## src/rtl/example_seq_ctrl.sv

```systemverilog
// example_seq_ctrl
//   Sequencer that walks the five-state example FSM (S0..S4, 3-bit Q)
//   through S0->S1->S2->S3->S4->S0. It drives the FSM's A, B and D
//   inputs, moves to the next step once Q shows the expected state, and
//   flags an error when one step waits too long.
//
// Optional feature macro: EXAMPLE_SEQ_LOOP_EN
//   When defined, the loop_en input exists. With loop_en=1 the walk
//   restarts straight from S_DONE, so back-to-back walks run without
//   returning to IDLE.
//
// Parameters
//   TIMEOUT  most cycles a step may wait for its expected Q (>= 2)
//
// Ports
//   clk       clock, all state on the rising edge
//   rst       asynchronous active-high reset
//   start     level, begins a walk (sampled in IDLE and S_ERR only)
//   abort     level, forces IDLE on the next edge (highest priority)
//   loop_en   (EXAMPLE_SEQ_LOOP_EN only) repeat walks back-to-back
//   q_in      Q output of the driven FSM
//   drv_a     to FSM input A
//   drv_b     to FSM input B
//   drv_d     to FSM input D
//   busy      high in every state except IDLE
//   done      one-cycle pulse after a successful walk
//   err       sticky timeout flag, cleared by the next accepted start
//   err_step  step index (1..5) that timed out, 0 if none
//   step      current step index (IDLE=0 .. DONE=6, ERR=7)
module example_seq_ctrl #(
  parameter int TIMEOUT = 16
) (
  input  logic       clk,
  input  logic       rst,
  input  logic       start,
  input  logic       abort,
`ifdef EXAMPLE_SEQ_LOOP_EN
  input  logic       loop_en,
`endif
  input  logic [2:0] q_in,
  output logic       drv_a,
  output logic       drv_b,
  output logic [3:0] drv_d,
  output logic       busy,
  output logic       done,
  output logic       err,
  output logic [2:0] err_step,
  output logic [2:0] step
);

  localparam int CW = $clog2(TIMEOUT + 1);

  // The encoding equals the externally visible step index.
  typedef enum logic [2:0] {
    S_IDLE = 3'd0,
    S_A    = 3'd1,
    S_D1   = 3'd2,
    S_AB   = 3'd3,
    S_D2   = 3'd4,
    S_RET  = 3'd5,
    S_DONE = 3'd6,
    S_ERR  = 3'd7
  } state_t;

  state_t          r_state;
  state_t          w_next;
  logic [CW-1:0]   r_cnt;
  logic [CW-1:0]   w_cnt_next;
  logic            r_err;
  logic            w_err_next;
  logic [2:0]      r_err_step;
  logic [2:0]      w_err_step_next;
  logic            r_done;
  logic            r_busy;
  logic            r_drv_a;
  logic            r_drv_b;
  logic [3:0]      r_drv_d;

  logic [2:0]      w_exp_q;
  logic            w_exit;
  logic            w_limit;
  logic            w_loop;

`ifdef EXAMPLE_SEQ_LOOP_EN
  assign w_loop = loop_en;
`else
  assign w_loop = 1'b0;
`endif

  // Q value that confirms the FSM reached the state this step is aiming for.
  always_comb begin
    w_exp_q = 3'b000;
    case (r_state)
      S_A:     w_exp_q = 3'b011;
      S_D1:    w_exp_q = 3'b100;
      S_AB:    w_exp_q = 3'b000;
      S_D2:    w_exp_q = 3'b111;
      S_RET:   w_exp_q = 3'b000;
      default: w_exp_q = 3'b000;
    endcase
  end

  assign w_exit  = (q_in == w_exp_q);
  // r_cnt counts edges already spent in the step, so the edge that would
  // make it TIMEOUT is the last one this step is allowed.
  assign w_limit = (r_cnt == CW'(TIMEOUT - 1));

  always_comb begin
    w_next          = r_state;
    w_cnt_next      = r_cnt;
    w_err_next      = r_err;
    w_err_step_next = r_err_step;
    if (abort) begin
      w_next     = S_IDLE;
      w_cnt_next = '0;
    end else begin
      case (r_state)
        S_IDLE, S_ERR: begin
          if (start) begin
            w_next          = S_A;
            w_cnt_next      = '0;
            w_err_next      = 1'b0;
            w_err_step_next = 3'd0;
          end
        end
        S_A, S_D1, S_AB, S_D2, S_RET: begin
          // A matching Q wins over the limit on the same edge.
          if (w_exit) begin
            w_next     = state_t'(r_state + 3'd1);
            w_cnt_next = '0;
          end else if (w_limit) begin
            w_next          = S_ERR;
            w_cnt_next      = '0;
            w_err_next      = 1'b1;
            w_err_step_next = r_state;
          end else begin
            w_cnt_next = r_cnt + CW'(1);
          end
        end
        S_DONE: begin
          w_next     = w_loop ? S_A : S_IDLE;
          w_cnt_next = '0;
        end
      endcase
    end
  end

  // Outputs are registered from the next state, so they line up with step.
  always_ff @(posedge clk or posedge rst) begin
    if (rst) begin
      r_state    <= S_IDLE;
      r_cnt      <= '0;
      r_err      <= 1'b0;
      r_err_step <= 3'd0;
      r_done     <= 1'b0;
      r_busy     <= 1'b0;
      r_drv_a    <= 1'b0;
      r_drv_b    <= 1'b0;
      r_drv_d    <= 4'b0000;
    end else begin
      r_state    <= w_next;
      r_cnt      <= w_cnt_next;
      r_err      <= w_err_next;
      r_err_step <= w_err_step_next;
      r_done     <= (w_next == S_DONE);
      r_busy     <= (w_next != S_IDLE);
      r_drv_a    <= (w_next == S_A) || (w_next == S_AB);
      r_drv_b    <= (w_next == S_AB);
      r_drv_d    <= (w_next == S_D1) ? 4'b0100 :
                    (w_next == S_D2) ? 4'b1000 : 4'b0000;
    end
  end

  assign drv_a    = r_drv_a;
  assign drv_b    = r_drv_b;
  assign drv_d    = r_drv_d;
  assign busy     = r_busy;
  assign done     = r_done;
  assign err      = r_err;
  assign err_step = r_err_step;
  assign step     = r_state;

endmodule
```

## config.mk

```make
export PLATFORM = sky130hd
export DESIGN_NAME = example_seq_ctrl
export DESIGN_NICKNAME = d
export VERILOG_FILES = /design/src/rtl/example_seq_ctrl.sv
export SDC_FILE = /design/constraint.sdc
export NUM_CORES = 1
export LEC_CHECK = 0
export BUFFER_PORTS_ARGS = -buffer_cell sky130_fd_sc_hd__buf_4
export CORE_MARGIN = 10
export CORE_UTILIZATION = 50
export CTS_CLUSTER_SIZE = 12
export DETAILED_ROUTE_END_ITERATION = 6
export PLACE_DENSITY = 0.72
export SLEW_MARGIN = 20
export SYNTH_ARGS = -nofsm -noshare
export SYNTH_HDL_FRONTEND = slang
export SYNTH_SLANG_ARGS = --single-unit
```

## constraint.sdc

```tcl
create_clock -name clk -period 6.5 [get_ports clk]
set_input_delay 0.65 -clock clk [delete_from_list [all_inputs] [get_ports clk]]
set_output_delay 0.65 -clock clk [all_outputs]
set_load 0.02 [all_outputs]
```

* Word-level counts from Yosys, hierarchy flattened
Index checks and enable logic that the tools add are counted.
** Word-level totals
- Input port bits :: 7
- Output and inout port bits :: 15
- Word-level logic and storage cells :: 58
- Register bits :: 20
** Operators by class
- Add/sub/neg operators :: 2
- Reduce and logical (&&, ||, !) cells :: 7
- Bitwise logic cells :: 1
- Multiplexer cells :: 21
- Equal/unequal tests :: 18
** Operator list (number)
- $mux W3 :: 7
- $mux W5 :: 4
- $eq A3 B3 Y1 const B :: 6
- $pmux W3 S3 :: 2
- $pmux W5 S3 :: 1
- $eq A3 B2 Y1 const B :: 4
- $mux W4 :: 2
- $eq A3 B1 Y1 const B :: 2
- $ne A2 B2 Y1 const B :: 3
- $pmux W3 S2 :: 1
- $add A5 B1 Y5 const B :: 1
- $eq A5 B4 Y1 const B :: 1
- $reduce_and A5 Y1 :: 1
- $reduce_or A5 Y1 :: 1
- $add A3 B1 Y3 const B :: 1
- $eq A3 B3 Y1 :: 1
- $logic_not A3 Y1 :: 1
- $mux W1 :: 3
- $ne A3 B3 Y1 const B :: 1
- $reduce_bool A3 Y1 :: 1
- $pmux W1 S2 :: 1
- $reduce_bool A2 Y1 :: 1
- $reduce_or A2 Y1 :: 1
- $logic_or A1 B1 Y1 :: 1
- $not A1 Y1 :: 1

* Logic depth before layout (Yosys ltp)
Gate-level depths: netlist of run 1.
- Word-level depth :: 9
- Gate-level depth with buffers :: 9
- Depth with buffers taken out :: 8

* Worst setup path before layout of run 1
OpenSTA, ideal clock, no wires.
- Path kind :: register to register
- Start point :: reg r_state[0], in the netlist step[0]
- End point :: reg r_drv_d[3], in the netlist drv_d[3]
- Setup slack :: 4.138 ns
- Library setup time :: 0.120 ns
- Stages on the path, launching flop included :: 10
- Arrival time :: 2.242 ns
- Period minus slack after synthesis :: 2.362 ns
- Path buffers :: 1
- Required time :: 6.380 ns
- Cell sequence :: dfrtp_1 inv_1 ha_1 mux2i_1 mux2i_1 or2_1 buf_2 or3_1 a32o_2 and3b_1
** On the way
- Cells in the longest elaborated chain, start to end :: 9
- Elaborated cells between the ends (all ways) :: 22
- Classes of those cells :: add/sub (1); eq/ne (10); mux (8); reduce/logical (3)
** Ends and longest elaborated chain
- start, declared :: RTL line 65 : state_t r_state;
- start signal, assigned :: RTL line 161 : r_state <= w_next;
- $eq A3 B3 Y1, or another cell as far along :: RTL line 93, 117
- $pmux W3 S3 :: RTL line 93 : case (r_state)
- $eq A3 B3 Y1 :: RTL line 103 : assign w_exit = (q_in == w_exp_q);
- $mux W3 :: RTL line 128 : if (w_exit) begin
- $pmux W3 S3 (*) :: RTL line 117 : case (r_state)
- $mux W3 (*) :: RTL line 113 : if (abort) begin
- $eq A3 B3 Y1 :: RTL line 170 : (w_next == S_D2) ? 4'b1000 : 4'b0000;
- $mux W4 :: RTL line 170
- $mux W4 (*) :: RTL line 169 : r_drv_d <= (w_next == S_D1) ? 4'b0100 :
- end signal, assigned :: RTL line 169
- end, declared :: RTL line 77 : logic [3:0] r_drv_d;
Mark *: on every way between the ends. The rest lies on a longest branch, timed or not.
A chain may end at the register's enable or synchronous reset.

* Worst setup path after layout of run 1
- Start point :: reg r_state[0], in the netlist step[0]
- End point :: reg r_busy, in the netlist busy
** On the way
- Cells in the longest elaborated chain, start to end :: 7
- Elaborated cells between the ends (all ways) :: 19
- Classes of those cells :: add/sub (1); eq/ne (8); mux (6); reduce/logical (4)
** Ends and longest elaborated chain
- $eq A3 B3 Y1, or another cell as far along :: RTL line 93, 117
- $pmux W3 S3 :: RTL line 93
- $eq A3 B3 Y1 :: RTL line 103
- $mux W3 :: RTL line 128
- $pmux W3 S3 (*) :: RTL line 117
- $mux W3 (*) :: RTL line 113
- net w_next[0] :: RTL line 66 : state_t w_next;
- $reduce_bool A3 Y1 (*) :: RTL line 166 : r_busy <= (w_next != S_IDLE);
- end signal, assigned :: RTL line 166
- end, declared :: RTL line 74 : logic r_busy;
Mark *: on every way through the listed nets, which the timed path passes. The rest lies on a longest branch.

==> results.ini, run 1 <==
[final_layout]
drive_above_1_share_pct = 23.4
final_nets = 141
regArea_sq_um = 450
fillers = 165
antenna_cells = 0
multi_input_area_sq_um = 538
final_area_sq_mm = 0.00123
final_common_cell = buf_4
area_growth_pct = 18.0
instances_no_fill = 155
final_cell_mix = 19 x buf_4, 18 x dfrtp_1, 10 x nor2_1, 10 x nand2_1, 8 x inv_1

[hold_path]
hp-class = input port to async pin

[cts]
cts_sinks = 18
cts_resized = 0
root_buffer = clkbuf_4
clk_latency_ps = 290
cts_buffers = 3
htreeDepth = 1
cts_setup_buffers = 0
cts_tree = yes
cts_buffer_depth = 2
cts_hold_buf = 0
clk_pin_slew_ps = 100

[global_routing]
grt_overflow = 0
grt_pass1_vias = 798
grt_antenna_before_repair = 0
grt_pass1_wl_mm = 3.68
track_usage_pct = 10.5
grt_max_degree = 19

[drt]
via_per_inst = 5.33
wirelength_mm = 2.29
drt-pass1-iter-count = 4
vias = 826
wl_per_cell_um = 14.8
route.detailed.drc = 0
initialDrtViolationCount = 36
ant_nets = 0

[synthesis]
synth_compound_area_share_pct = 12.4
netlist.area_leader.share_pct = 43.2
synth_top_family_by_area = simple AND/OR/NAND/NOR gates
yosysWarnings = 0
synthMuxAreaShare_pct = 6.71
synth_adder_area_share_pct = 6.00
ys_types = 37
synth-simple-area-share_pct = 24.9
synth_area_per_cell_sq_um = 9.57
yosys.area.top_type = dfrtp_1
synth_area_leaders = dfrtp_1 43%, mux2i_1 6.7%, ha_1 6.0%
synth.yosys.seq_area_share_pct = 43.2
yosys_register_bits = 18
synth-xor-area-share_pct = 0.839
syn-cell-area_sq_mm = 0.00104
syn_inst = 109

[sta]
hold_violations = 0
timing.slew.headroom_pct = 55.1
max_freq_mhz = 417
period_share_pct = 36.9
setup_viol = 0
period_minus_slack_ps = 2400
fin_setup_tns_ps = 0
tightest_slew_ps = 672
slew_violations = 0
fin_skew_ps = 5.15
rsz0062_at_grt = no

[power]
p_per_area_mw_per_mm2 = 211
switching_power_w = 0.0000813
power_frac_seq_pct = 47.4
sw_frac_of_total_pct = 31.4
ir_worst_vdd_v = 0.000169
cellInternalPower_w = 0.000178
power_frac_comb_pct = 26.0
pwr-share-clk_pct = 26.6
leakage_nw = 0.614

[worst_setup_path]
worstSetupEndpointType = register
critPathRequiredTime_ps = 6680
start_kind = register
path_max_fanout = 7
reg2reg_from = step[0]
worstSetupPathType = register to register
worstPathArrival_ps = 2580
critical_path.startpoint = step[0]
path_cells = inv_1 -> ha_1 -> mux2i_1 -> mux2i_1 -> or2_1 -> a31oi_1 -> o211a_1 -> or3b_1
crit_path_frequent_cell = mux2i_1
cp_slowest_cell = dfrtp_1
slowest_delay_ps = 450

[die]
die_y_um = 65.7
die_area_sq_mm = 0.00431
io_pins = 22
initial_utilization_pct = 52.7
core-area_sq_mm = 0.00198
die_w_um = 65.7
placementRows = 16

[placement]
dpl.cell_count = 151
port-buffer-count = 19
routabilityCongestion = 0.848
place_area_sq_mm = 0.00119
hpwl_mm = 1.82

[job]
cap_violations = 0

[status]
run_status = finished clean

[metal layers]
layer  vias up  track usage, %  wire (um)
met4         0            2.41          8
li1        415               -          -
met3         2            4.92        157
met2        23            18.5       1190
met5         -               0          0
met1       386            11.1        936
[power by group through the flow]
stage / logic [W] / registers (W) / clock network, W
after global placement: 0.0000661 / 0.000125 / 0
after global routing: 0.0000737 / 0.000124 / 0.0000754
after detailed placement: 0.0000677 / 0.000125 / 0
after CTS: 0.0000678 / 0.000123 / 0.0000712
after floorplan: 0.0000432 / 0.000129 / 0
final: 0.0000675 / 0.000123 / 0.0000690
[flip-flops by register name, indices dropped and copies added, names as in the netlist]
signal	cells
busy	1
done	1
step	3
r_cnt	5
drv_b	1
drv_a	1
drv_d	2
err_step	3
err	1
[layout make-up]
class                      instances  share of cell area, %
multi-input combinational         79                   43.7
sequential                        18                   36.6
timing repair buffer              19                   11.6
clock buffer                       4                   2.95
tap                               27                   2.74
inverter                           8                   2.44
[worst max-delay path: cells and delay by family (launching register included)]
kind | cells | cell delay [ps]
and+or+nand+nor | 2 | 630
DFF | 1 | 450
muxes | 2 | 420
AOI/OAI and AO/OA | 2 | 420
adders and majority gates | 1 | 260
buffers and inverters | 1 | 110
[cells in the mapped netlist (all sizes together)]
cell	n
nand3	5
conb	1
buf	4
or2	4
o21a	1
nor2b	3
nand2	10
mux2i	7
xnor2	1
dfrtp	18
a22oi	1
or3b	1
or3	1
nor2	10
a311oi	1
a31oi	2
a21oi	4
nand2b	1
or4b	1
a211oi	3
inv	8
and3b	1
clkbuf	1
nand3b	1
and2	1
nor3b	5
a41oi	1
ha	5
nor3	2
o211a	1
a32o	1
o21ai	3
[path summary, 6_finish.rpt]
path | end | slack, ps | cells after the start
worst max register to register | busy | 4100 | 8
max in group asynchronous | step[1] | 5620 | 2
worst max-delay path | busy | 4100 | 8
worst min-delay path | r_cnt[3] | 440 | 2
min in group clk | r_cnt[3] | 510 | 1
worst min register to register | r_cnt[3] | 510 | 1
[per-stage QoR]
stage | hold slack [ps] | setup WS, ps | util, % | power [W]
6_report | 443 | 4100 | 62.1 | 0.000259
5_1_grt | 469 | 3860 | 62.1 | 0.000273
4_1_cts | 465 | 4090 | 62.1 | 0.000262
3_5_place_dp | 486 | 4110 | 60.3 | 0.000193
3_3_place_gp | 467 | 4210 | 60.3 | 0.000191
2_1_floorplan | 463 | 4140 | - | 0.000173
[cells by family (layout without fill, tap and decap cells)]
logic type                 count (synthesis)  in the layout
other                                      1              2
muxes                                      7              7
xor gates and xnor gates                   1              1
buffers and inverters                     13             31
AOI/OAI and AO/OA                         18             18
adders and majority gates                  5              5
and+or+nand+nor                           46             46
DFF                                       18             18
Note: power is estimated with default switching activity, not from simulation.
==> run 2, diff against run 1 <==
--- a/config.mk
+++ b/config.mk
@@ -5,9 +5,10 @@
 export SDC_FILE = /design/constraint.sdc
 export NUM_CORES = 1
 export LEC_CHECK = 0
+export ABC_AREA = 1
 export BUFFER_PORTS_ARGS = -buffer_cell sky130_fd_sc_hd__buf_4
 export CORE_MARGIN = 10
-export CORE_UTILIZATION = 50
+export CORE_UTILIZATION = 48
 export CTS_CLUSTER_SIZE = 12
 export DETAILED_ROUTE_END_ITERATION = 6
 export PLACE_DENSITY = 0.72
==> constraint.sdc (replaced) <==
create_clock -name clk -period 1.93 [get_ports clk]
set_input_delay 0.193 -clock clk [delete_from_list [all_inputs] [get_ports clk]]
set_output_delay 0.193 -clock clk [all_outputs]
set_load 0.02 [all_outputs]
==> run 2 against run 1 <==
Compared with the run above: sequential share of layout area decreased by 2.2 points; cell count increased by 22%; core utilization decreased by 1.9 points; sequential cell count unchanged; clock power increased to 3.3 times the previous value; sequential power increased to 3.5 times the previous value; wire length increased by 6.3%; area after synthesis increased by 4.2%; largest cell class unchanged; highest routed layer unchanged.
==> results.ini, run 2 <==
[drt]
wl_per_cell_um = 12.9  ; -13%
ant_nets = 0  ; unchanged
initialDrtViolationCount = 23  ; -36%
wirelength_mm = 2.44  ; +6.3%
via_per_inst = 4.94  ; -7.4%
route.detailed.drc = 0  ; unchanged
vias = 933  ; +13%
drt-pass1-iter-count = 4  ; unchanged

[sta]
slew_violations = 0  ; unchanged
fin_skew_ps = 3.46  ; -1.69 ps
setup_viol = 0  ; unchanged
max_freq_mhz = 560  ; +34%
period_share_pct = 92.5  ; +56 points
timing.slew.headroom_pct = 54.3  ; -0.81 points
hold_violations = 0  ; unchanged
fin_ws_ps = 144  ; -3960 ps
tightest_slew_ps = 684  ; +12.2 ps
period_minus_slack_ps = 1790  ; -613 ps

[final_layout]
final_cell_mix = 31 x nand2_1, 20 x buf_4, 16 x inv_1, 16 x dfrtp_1, 12 x nand3_1
largest_register = r_cnt
drive_above_1_share_pct = 32.3  ; +8.9 points
fillers = 206  ; +25%
final_nets = 174  ; +23%
antenna_cells = 0  ; unchanged
final_common_cell = nand2_1
area_growth_pct = 21.3
largest_reg_flops = 5  ; unchanged

[hold_path]
hold_depth = 4
worstHoldEndpoint = r_cnt[4]
hp-class = input port to register
min-delay-start = abort

[placement]
routabilityCongestion = 0.893  ; +5.2%
port-buffer-count = 19  ; unchanged
dpl_worst_slack_ps = 48.5  ; -4060 ps
hpwl_mm = 1.97  ; +8.7%

[synthesis]
yosys_register_bits = 18  ; unchanged
netlist.area_leader.share_pct = 41.4  ; -1.7 points
synth-edff-count = 0  ; unchanged
ys.flop_type = dfrtp_1
yosysWarnings = 0  ; unchanged
ys_types = 27  ; -27%
synth_area_per_cell_sq_um = 7.94  ; -17%
synth_most_common_cell = nand2_1
synthTopCellsByCount = 31 x nand2_1, 18 x dfrtp_1, 18 x inv_1
async_reset_ff_share_pct = 100  ; unchanged
synth.yosys.seq_area_share_pct = 41.4  ; -1.7 points
syn-cell-area_sq_mm = 0.00109  ; +4.2%
syn_inst = 137  ; +26%
yosys.area.top_type = dfrtp_1
synth_area_leaders = dfrtp_1 41%, nand2_1 11%, nand2_2 6.3%

[cts]
root_buffer = clkbuf_4
cts_sinks = 18  ; unchanged
cts_buffers = 3  ; unchanged
htreeDepth = 1  ; unchanged
clk_pin_slew_ps = 100  ; about the same
clk_latency_ps = 290  ; about the same
cts_buffer_depth = 2  ; unchanged
cts_tree = yes

[worst_setup_path]
critPathRequiredTime_ps = 2140  ; -4540 ps
path_max_fanout = 5  ; -2
r2r-end = err_step[1]
crit_path_frequent_cell = nand2_2
worstSetupPathType = register to register
worstPathArrival_ps = 2000  ; -580 ps
reg2reg_from = step[0]
worstSetupEndpointType = register
slowest_delay_ps = 420  ; -30 ps
r2r_cells = 9  ; +1
start_kind = register
r2r_setup_slack_ps = 140  ; -3960 ps
path_cells = inv_2 -> ha_1 -> nand2_2 -> nand2_2 -> nor2_4 -> nor2_2 -> nor3_4 -> nand3_2 -> o21ai_1
cp_slowest_cell = dfrtp_2

[die]
initial_utilization_pct = 49.6  ; -3.0 points
placementRows = 17  ; +1
io_pins = 22  ; unchanged
core-area_sq_mm = 0.00219  ; +11%
die_area_sq_mm = 0.00457  ; +5.9%
die_y_um = 67.6  ; +2.9%
die_w_um = 67.6  ; +2.9%

[global_routing]
grt_pass1_vias = 960  ; +20%
track_usage_pct = 11.8  ; +1.3 points
grt_antenna_before_repair = 0  ; unchanged
grt_overflow = 0  ; unchanged
grt_max_degree = 19  ; unchanged
grt_pass1_wl_mm = 4.20  ; +14%

[power]
ir_worst_vdd_v = 0.000544  ; +220%
p_per_area_mw_per_mm2 = 777  ; +270%
leakage_nw = 0.715  ; +16%
p_total_w = 0.00102  ; +300%

[status]
run_status = finished clean

[job]
cap_violations = 0  ; unchanged

-- run 2: timing repair --
| action | 4_1_cts | 5_1_grt |
|---|---|---|
| endpoints found under the setup margin | 0 | 15 |
| setup buffers | 0 | 1 |
| endpoints found under the hold margin | 8 | 0 |
| hold buffers | 1 | 0 |
| resized for setup | 0 | 6 |
-- run 2: cell type report --
cell class	instances	area [sq um]	share of cell area, %
Multi-Input combinational cell	98	559	42.4
Clock buffer	4	36.3	2.75
Inverter	20	75.1	5.69
Timing Repair Buffer	21	160	12.1
Tap cell	28	35.0	2.66
Sequential cell	18	453	34.3
-- run 2: where the power goes --
part	switching [W]	leakage (nW)	internal, W
Sequential	0.0000231	0.243	0.000412
Clock	0.000111	0.0210	0.000115
Combinational	0.000234	0.451	0.000130
-- run 2: through the flow --
step | cells | hold WS [ps] | TNS, ps | area, sq um | utilization, %
3_3_place_gp | 183 | 320 | 0 | 1250 | 57.2
2_1_floorplan | 138 | 132 | 0 | 1090 | -
3_5_place_dp | 183 | 325 | 0 | 1250 | 57.2
4_1_cts | 188 | 209 | 0 | 1300 | 59.3
6_report | 189 | 227 | 0 | 1320 | 60.2
5_1_grt | 189 | 247 | -4.33 | 1320 | 60.2
-- run 2: kinds of logic (layout without fill, tap and decap cells) --
kind of cell               Yosys count  after routing  share of synthesized area [%]
buffers and inverters               22             45                           8.28
other                                1              2                          0.345
AOI/OAI and AO/OA                   16             16                           8.98
adders and majority gates            5              5                           5.75
xor gates and xnor gates             1              1                          0.806
and+or+nand+nor                     74             74                           34.4
DFF                                 18             18                           41.4
-- run 2: metal layers --
layer	track usage [%]	vias up	share of wire [%]
met2	21.6	14	55
met1	12.2	439	39
met4	2.31	0	0.45
met3	4.96	2	6.1
li1	-	478	-
met5	0	-	0
-- run 2: worst max path at each step --
stage	slack, ps	start	end	cells after the start
2_1_floorplan	130	step[0]	err_step[0]	10
3_3_place_gp	70	step[0]	err_step[1]	9
3_5_place_dp	50	step[0]	err_step[1]	9
4_1_cts	30	step[0]	err_step[1]	9
5_1_grt	-4	step[0]	err_step[1]	10
6_report	140	step[0]	err_step[1]	9
-- run 2: worst max-delay path: cells and delay by family (launching register included) --
family / cells / cell delay, ps
compound gates: 1 / 180
flops: 1 / 420
buf+inv: 1 / 70
fa+ha+maj: 1 / 230
simple gates: 6 / 800
